<file path="src/rtl/ect_switch_pkg.sv">
// Shared types and constants for the ECT electrode switch loader.
// Latency: n/a (declarations only).
// Backpressure: n/a.
// Contents: FSM state enum, frame width, 2-bit electrode codes, all-GND default pattern.
package ect_switch_pkg;

  localparam int SWITCH_FRAME_BITS = 64;

  // Two bits per electrode, MSB-first in the frame.
  localparam logic [1:0] SW_EXC  = 2'b11;
  localparam logic [1:0] SW_MEAS = 2'b00;
  localparam logic [1:0] SW_GND  = 2'b10;

  localparam logic [SWITCH_FRAME_BITS-1:0] SW_PATTERN_ALL_GND =
    {(SWITCH_FRAME_BITS / 2){SW_GND}};

  typedef enum logic [2:0] {
    ST_IDLE,
    ST_SETUP,
    ST_SHIFT,
    ST_HOLD,
    ST_SETTLE,
    ST_DONE
  } sw_state_e;

endpackage

</file>
<file path="src/rtl/switch_sclk_gen.sv">
// Serial clock generator: CLK_DIV-cycle low phase followed by CLK_DIV-cycle high phase.
// Latency: sclk falls on the first enabled cycle; strobes flag the last cycle of each phase.
// Backpressure: none; free-running while en=1, cleared and idling high while en=0.
// Ports: clk, rst_n (async active-low), en (SHIFT state), sclk,
//        rise_stb (last low-phase cycle: sclk rises at the next edge),
//        fall_stb (last high-phase cycle: sclk falls at the next edge).
import ect_switch_pkg::*;

module switch_sclk_gen #(
  parameter int CLK_DIV = 4
) (
  input  logic clk,
  input  logic rst_n,
  input  logic en,
  output logic sclk,
  output logic rise_stb,
  output logic fall_stb
);

  localparam int PW = (CLK_DIV > 1) ? $clog2(CLK_DIV) : 1;

  logic [PW-1:0] phase_q;
  logic          high_q;
  logic          phase_last;

  assign phase_last = (phase_q == PW'(CLK_DIV - 1));

  always_ff @(posedge clk or negedge rst_n) begin
    if (!rst_n) begin
      phase_q <= '0;
      high_q  <= 1'b0;
    end else if (!en) begin
      // Held cleared so every enable starts with a fresh low phase.
      phase_q <= '0;
      high_q  <= 1'b0;
    end else if (phase_last) begin
      phase_q <= '0;
      high_q  <= ~high_q;
    end else begin
      phase_q <= phase_q + 1'b1;
    end
  end

  assign sclk     = en ? high_q : 1'b1;
  assign rise_stb = en && !high_q && phase_last;
  assign fall_stb = en &&  high_q && phase_last;

endmodule

</file>
<file path="src/rtl/switch_serial_loader.sv">
// Loads one 64-bit electrode switch pattern MSB-first into the daisy-chained switch array.
// Latency: Done pulses 1 + 129*CLK_DIV + SETTLE_CYC cycles after the accepting edge.
// Backpressure: Start is only honoured in IDLE (Busy=0); Abort returns to IDLE next cycle.
// Ports: clk, rst_n (async active-low), start, switch_data[63:0], abort, sw_dout (chain return);
//        busy, done, sw_sclk, sw_din, sw_sync_n, readback_err.
// Option: define SWITCH_READBACK_EN to compare the chain return against the previous frame.
import ect_switch_pkg::*;

module switch_serial_loader #(
  parameter int CLK_DIV    = 4,
  parameter int SETTLE_CYC = 200,
  parameter int DATA_W     = SWITCH_FRAME_BITS
) (
  input  logic              clk,
  input  logic              rst_n,
  input  logic              start,
  input  logic [DATA_W-1:0] switch_data,
  input  logic              abort,
  input  logic              sw_dout,
  output logic              busy,
  output logic              done,
  output logic              sw_sclk,
  output logic              sw_din,
  output logic              sw_sync_n,
  output logic              readback_err
);

  localparam int TW_DIV = (CLK_DIV > 1) ? $clog2(CLK_DIV) : 1;
  localparam int TW_SET = $clog2(SETTLE_CYC + 1);
  localparam int TW     = (TW_SET > TW_DIV) ? TW_SET : TW_DIV;
  localparam logic [6:0] LAST_BIT = 7'(DATA_W - 1);

  sw_state_e         state_q, state_d;
  logic [TW-1:0]     tmr_q;
  logic [6:0]        bit_q;
  logic [DATA_W-1:0] sreg_q;

  logic gen_sclk, sclk_rise, sclk_fall;
  logic div_last, settle_last, accept, aborting, frame_act;

  assign div_last    = (tmr_q == TW'(CLK_DIV - 1));
  assign settle_last = (tmr_q == TW'(SETTLE_CYC - 1));
  assign accept      = (state_q == ST_IDLE) && start && !abort;
  assign aborting    = (state_q != ST_IDLE) && abort;

  switch_sclk_gen #(.CLK_DIV(CLK_DIV)) u_sclk_gen (
    .clk      (clk),
    .rst_n    (rst_n),
    .en       (state_q == ST_SHIFT),
    .sclk     (gen_sclk),
    .rise_stb (sclk_rise),
    .fall_stb (sclk_fall)
  );

  always_comb begin
    state_d = state_q;
    case (state_q)
      ST_IDLE:   if (accept) state_d = ST_SETUP;
      ST_SETUP:  if (div_last) state_d = ST_SHIFT;
      // Bit 0 ends on its low phase; HOLD supplies the final high time.
      ST_SHIFT:  if (sclk_rise && (bit_q == LAST_BIT)) state_d = ST_HOLD;
      ST_HOLD:   if (div_last) state_d = ST_SETTLE;
      ST_SETTLE: if (settle_last) state_d = ST_DONE;
      ST_DONE:   state_d = ST_IDLE;
      default:   state_d = ST_IDLE;
    endcase
    if (aborting) state_d = ST_IDLE;
  end

  always_ff @(posedge clk or negedge rst_n) begin
    if (!rst_n) begin
      state_q <= ST_IDLE;
      tmr_q   <= '0;
      bit_q   <= '0;
      sreg_q  <= SW_PATTERN_ALL_GND;
    end else begin
      state_q <= state_d;
      // Shared SETUP/HOLD/SETTLE timer, restarted on every state change.
      tmr_q   <= (state_d != state_q) ? '0 : tmr_q + 1'b1;

      if (state_q != ST_SHIFT) bit_q <= '0;
      else if (sclk_rise && (bit_q != LAST_BIT)) bit_q <= bit_q + 1'b1;

      if (accept) sreg_q <= switch_data;
      else if ((state_q == ST_SHIFT) && sclk_rise && (bit_q != LAST_BIT))
        sreg_q <= {sreg_q[DATA_W-2:0], 1'b0};
    end
  end

  assign frame_act = (state_q == ST_SETUP) || (state_q == ST_SHIFT) || (state_q == ST_HOLD);
  assign busy      = (state_q != ST_IDLE);
  assign done      = (state_q == ST_DONE);
  assign sw_sync_n = !frame_act;
  assign sw_sclk   = (state_q == ST_SHIFT) ? gen_sclk : 1'b1;
  assign sw_din    = frame_act ? sreg_q[DATA_W-1] : 1'b0;

`ifdef SWITCH_READBACK_EN
  logic [DATA_W-1:0] cap_q, frame_q, prev_q;
  logic              prev_vld_q, err_q;
  logic              rb_sample, hold_exit;

  // The chain return is taken on every SwSclk falling edge: SETUP->SHIFT and each high-phase end.
  assign rb_sample = ((state_q == ST_SETUP) && div_last) || ((state_q == ST_SHIFT) && sclk_fall);
  assign hold_exit = (state_q == ST_HOLD) && (state_d == ST_SETTLE);

  always_ff @(posedge clk or negedge rst_n) begin
    if (!rst_n) begin
      cap_q      <= '0;
      frame_q    <= '0;
      prev_q     <= '0;
      prev_vld_q <= 1'b0;
      err_q      <= 1'b0;
    end else begin
      if (rb_sample) cap_q <= {cap_q[DATA_W-2:0], sw_dout};
      if (accept) frame_q <= switch_data;
      // A discarded frame leaves the chain contents unknown; skip the next compare.
      if (aborting) prev_vld_q <= 1'b0;
      else if (hold_exit) begin
        if (prev_vld_q) err_q <= (cap_q != prev_q);
        prev_q     <= frame_q;
        prev_vld_q <= 1'b1;
      end
    end
  end

  assign readback_err = err_q;
`else
  logic unused_rb;
  assign unused_rb    = sw_dout ^ sclk_fall;
  assign readback_err = 1'b0;
`endif

endmodule

</file>
<file path="config.mk">
export PLATFORM = sky130hd
export DESIGN_NAME = switch_serial_loader
export DESIGN_NICKNAME = d
export VERILOG_FILES = /design/src/rtl/ect_switch_pkg.sv /design/src/rtl/switch_sclk_gen.sv /design/src/rtl/switch_serial_loader.sv
export SDC_FILE = /design/constraint.sdc
export NUM_CORES = 1
export LEC_CHECK = 0
export BUFFER_PORTS_ARGS = -buffer_cell sky130_fd_sc_hd__buf_4
export CAP_MARGIN = 15
export CORE_MARGIN = 2
export CORE_UTILIZATION = 55
export DETAILED_ROUTE_END_ITERATION = 8
export GPL_ROUTABILITY_DRIVEN = 0
export PLACE_DENSITY = 0.84
export SLEW_MARGIN = 25
export SYNTH_ARGS = -nofsm -noshare
export SYNTH_HDL_FRONTEND = slang
export SYNTH_SLANG_ARGS = --single-unit
</file>
<file path="constraint.sdc">
create_clock -name clk -period 4.49 [get_ports clk]
set_clock_uncertainty 0.15 [all_clocks]
set_input_delay 0.2245 -clock clk [delete_from_list [all_inputs] [get_ports clk]]
set_output_delay 0.2245 -clock clk [all_outputs]
set_load 0.005 [all_outputs]
</file>
==> results.yml <==
global_route:
  grt_pass1_wl_um: 15590
  grt_max_degree: 86
  grt_usage_pct: 23.39
  grt_pass1_vias: 3311
  grt_antenna_before_repair: 0
  grt.overflow.total: 0
drt:
  routed_wl_um: 9252
  drc: 0
  drt_iter0_markers: 160
  vias_per_cell: 5.361
  vias: 3404
  first_pass_iters: 4
  post_drt_wl_per_cell_um: 14.57
  drtAntennaViolNets: 0
sta:
  fin_setup_tns_ns: 0
  hold_viol: 0
  fin_crit_sh_pct: 57.50
  worst_slew_pin_slew_ns: 0.7365
  setup_violations: 0
  period_minus_slack_ns: 2.582
  slew_headroom_pct: 50.90
  rsz0062_at_grt: "no"
  max_freq_mhz: 387.3
  holdWs_ns: 0.2768
  final_max_slew_viol_count: 0
logic_synthesis:
  synthCells: 407
  syn_area_sq_um: 4173
  syn_nets: 479
  ys_types: 43
  synthFlopType: "dfrtp_1"
  synth-edff-count: 0
  ys_warn_count: 0
  ys_seq_elements: 85
  ys_seq_area_share_pct: 51.93
  avgSynthCellArea_sq_um: 10.25
  async_reset_ff_share_pct: 100.0
flow_run:
  drv_cap: 0
worst_setup_path:
  critPathMaxFanout: 43
  reg2reg_slack_ns: 1.91
  worstSetupStartpointType: "register"
  cp_slowest_cell: "or3b_1"
  max_stage_delay_ns: 0.55
  crit_required_ns: 4.55
  end_kind: "register"
  critical_path_class: "register to register"
  cp.arrival_ns: 2.64
  critPathTopFamily: "compound AO/OA/AOI/OAI gates"
  crit_buf_inv: 1
  path_cells: "or3b_1 > a211o_4 > buf_16 > mux2i_1 > o21ai_0"
die:
  boundaryPins: 75
  core_area_sq_um: 7292
  num_rows: 31
  fp.dieArea_sq_um: 8299
  die_x_um: 91.10
  dieHeight_um: 91.10
  start_util_pct: 57.22
cells_and_area:
  area_growth_pct: 34.63
  fill_cells: 468
  final_common_cell: "nand2_1"
  seq_area_sq_um: 2167
  utilization_pct: 77.04
  layout.nets: 602
  multiInputGateArea_sq_um: 1869
  fin_area_sq_um: 5618
  layout-drive-gt1-share_pct: 24.67
  final_cell_mix: "75 x nand2_1, 72 x buf_4, 69 x o21ai_0"
pwr:
  p_leak_nw: 2.783
  p_sw_share_pct: 31.27
  comb_power_share_pct: 26.0
  cellPowerDensity_nw_per_um2: 464.6
  power.net_switching_mw: 0.8162
  seq_power_share_pct: 52.8
  clock_power_share_pct: 21.2
  internal-power_mw: 1.794
  p_total_mw: 2.610
  peakVddDrop_v: 0.0002662
clock_tree:
  cts_tree: "yes"
  cts_sinks: 85
  ctsLongestPathBuffers: 2
  cts_buffers: 9
  cts_root_buffer: "clkbuf_8"
  clk_pin_slew_ns: 0.09
  cts_max_level: 3
  cts_resized: 0
  clkLatencyLatePin_ns: 0.36
placement:
  place_hpwl_um: 4975
  placed_area_sq_um: 4723
  port_buffers: 72
worst_hold_path:
  min_path_type: "primary input to register"
run_status:
  outcome: "finished clean"
==> state kept, by name, indices dropped and copies added, names as in the netlist <==
name and cells:
sreg_q 64, tmr_q 8, bit_q 7, state_q 3
u_sclk_gen.phase_q 2, u_sclk_gen.high_q 1
==> worst paths after layout <==
| path | from | to | cells past startpoint |
|---|---|---|---|
| setup / recovery | state_q[0]$_DFF_PN0_ | sreg_q[60]$_DFFE_PN0P_ | 5 |
| hold / removal | start | sreg_q[29]$_DFFE_PN1P_ | 4 |
| setup reg to reg | state_q[0]$_DFF_PN0_ | sreg_q[60]$_DFFE_PN0P_ | 5 |
| hold reg to reg | u_sclk_gen.phase_q[0]$_DFF_PN0_ | u_sclk_gen.phase_q[0]$_DFF_PN0_ | 1 |
| max in group asynchronous | rst_n | sreg_q[0]$_DFFE_PN0P_ | 2 |
| min in group asynchronous | rst_n | u_sclk_gen.phase_q[0]$_DFF_PN0_ | 2 |
==> cell families after synthesis <==
kind of cell	count (synthesis)	synth area share [%]
simple gates	134	16.37
flops	85	51.93
compound gates	79	9.925
mux	63	15.11
buf+inv	32	3.568
xor+xnor	10	2.099
fa+ha+maj	3	0.8996
other cells	1	0.08987
==> metal layers <==
metal | global-route usage [%] | up-vias | wire length, um
met4 | 9.217 | 0 | 192
met1 | 30.35 | 1650 | 4099
met5 | 0 | - | 0
met3 | 5.062 | 18 | 354
li1 | - | 1652 | -
met2 | 38.40 | 84 | 4606
==> power by group through the flow <==
stage / combinational (mW) / clock, mW / sequential [mW]
2_1_floorplan: 0.479 / 0 / 1.31
3_5_place_dp: 0.619 / 0 / 1.38
6_report: 0.678 / 0.553 / 1.38
5_1_grt: 0.772 / 0.599 / 1.42
4_1_cts: 0.665 / 0.559 / 1.37
3_3_place_gp: 0.585 / 0 / 1.37
==> tightest hold or removal path: cells and delay by family <==
| kind | cells | cell delay (ns) |
|---|---|---|
| AO/OA/AOI/OAI | 1 | 0.07 |
| buffers and inverters | 1 | 0.11 |
| AND/OR/NAND/NOR | 2 | 0.38 |
==> cells in the mapped netlist (all sizes together) (3+ instances only) <==
master  count  area (sq um)
nand2      75         281.5
o21ai      70         354.1
mux2i      63         630.6
dfrtp      53          1326
dfstp      32         840.8
buf        14         81.32
clkbuf     14         52.55
nor2       14         55.06
nand3       8         40.04
xor2        6         52.55
a21oi       5         25.02
and3b       4         35.03
inv         4         15.01
nand2b      4         25.02
nor2b       4         25.02
nor3        4         36.29
nor3b       4         30.03
xnor2       4         35.03
ha          3         37.54
nor4        3         46.29
==> final cells by class <==
cell class | count | share of cell area [%]
timing repair buffer | 140 | 22.07
multi-input combinational | 290 | 33.27
clock inverter | 5 | 1.047
tap | 99 | 2.205
inverter | 4 | 0.2673
clock buffer | 11 | 2.517
sequential | 85 | 38.57
antenna | 1 | 0.04454
==> metrics by stage <==
stage / setup slack (ns) / instances
CTS: 1.774 / 633
floorplan: 2.178 / 407
global placement: 1.846 / 551
global route: 1.749 / 634
finish: 1.908 / 635
detailed placement: 1.806 / 551
==> what timing repair did <==
item	in CTS	in global routing
buffers inserted	0	0
hold buffers	66	0
hold endpoints to repair	119	0
Power figures use the tool's default switching activity.
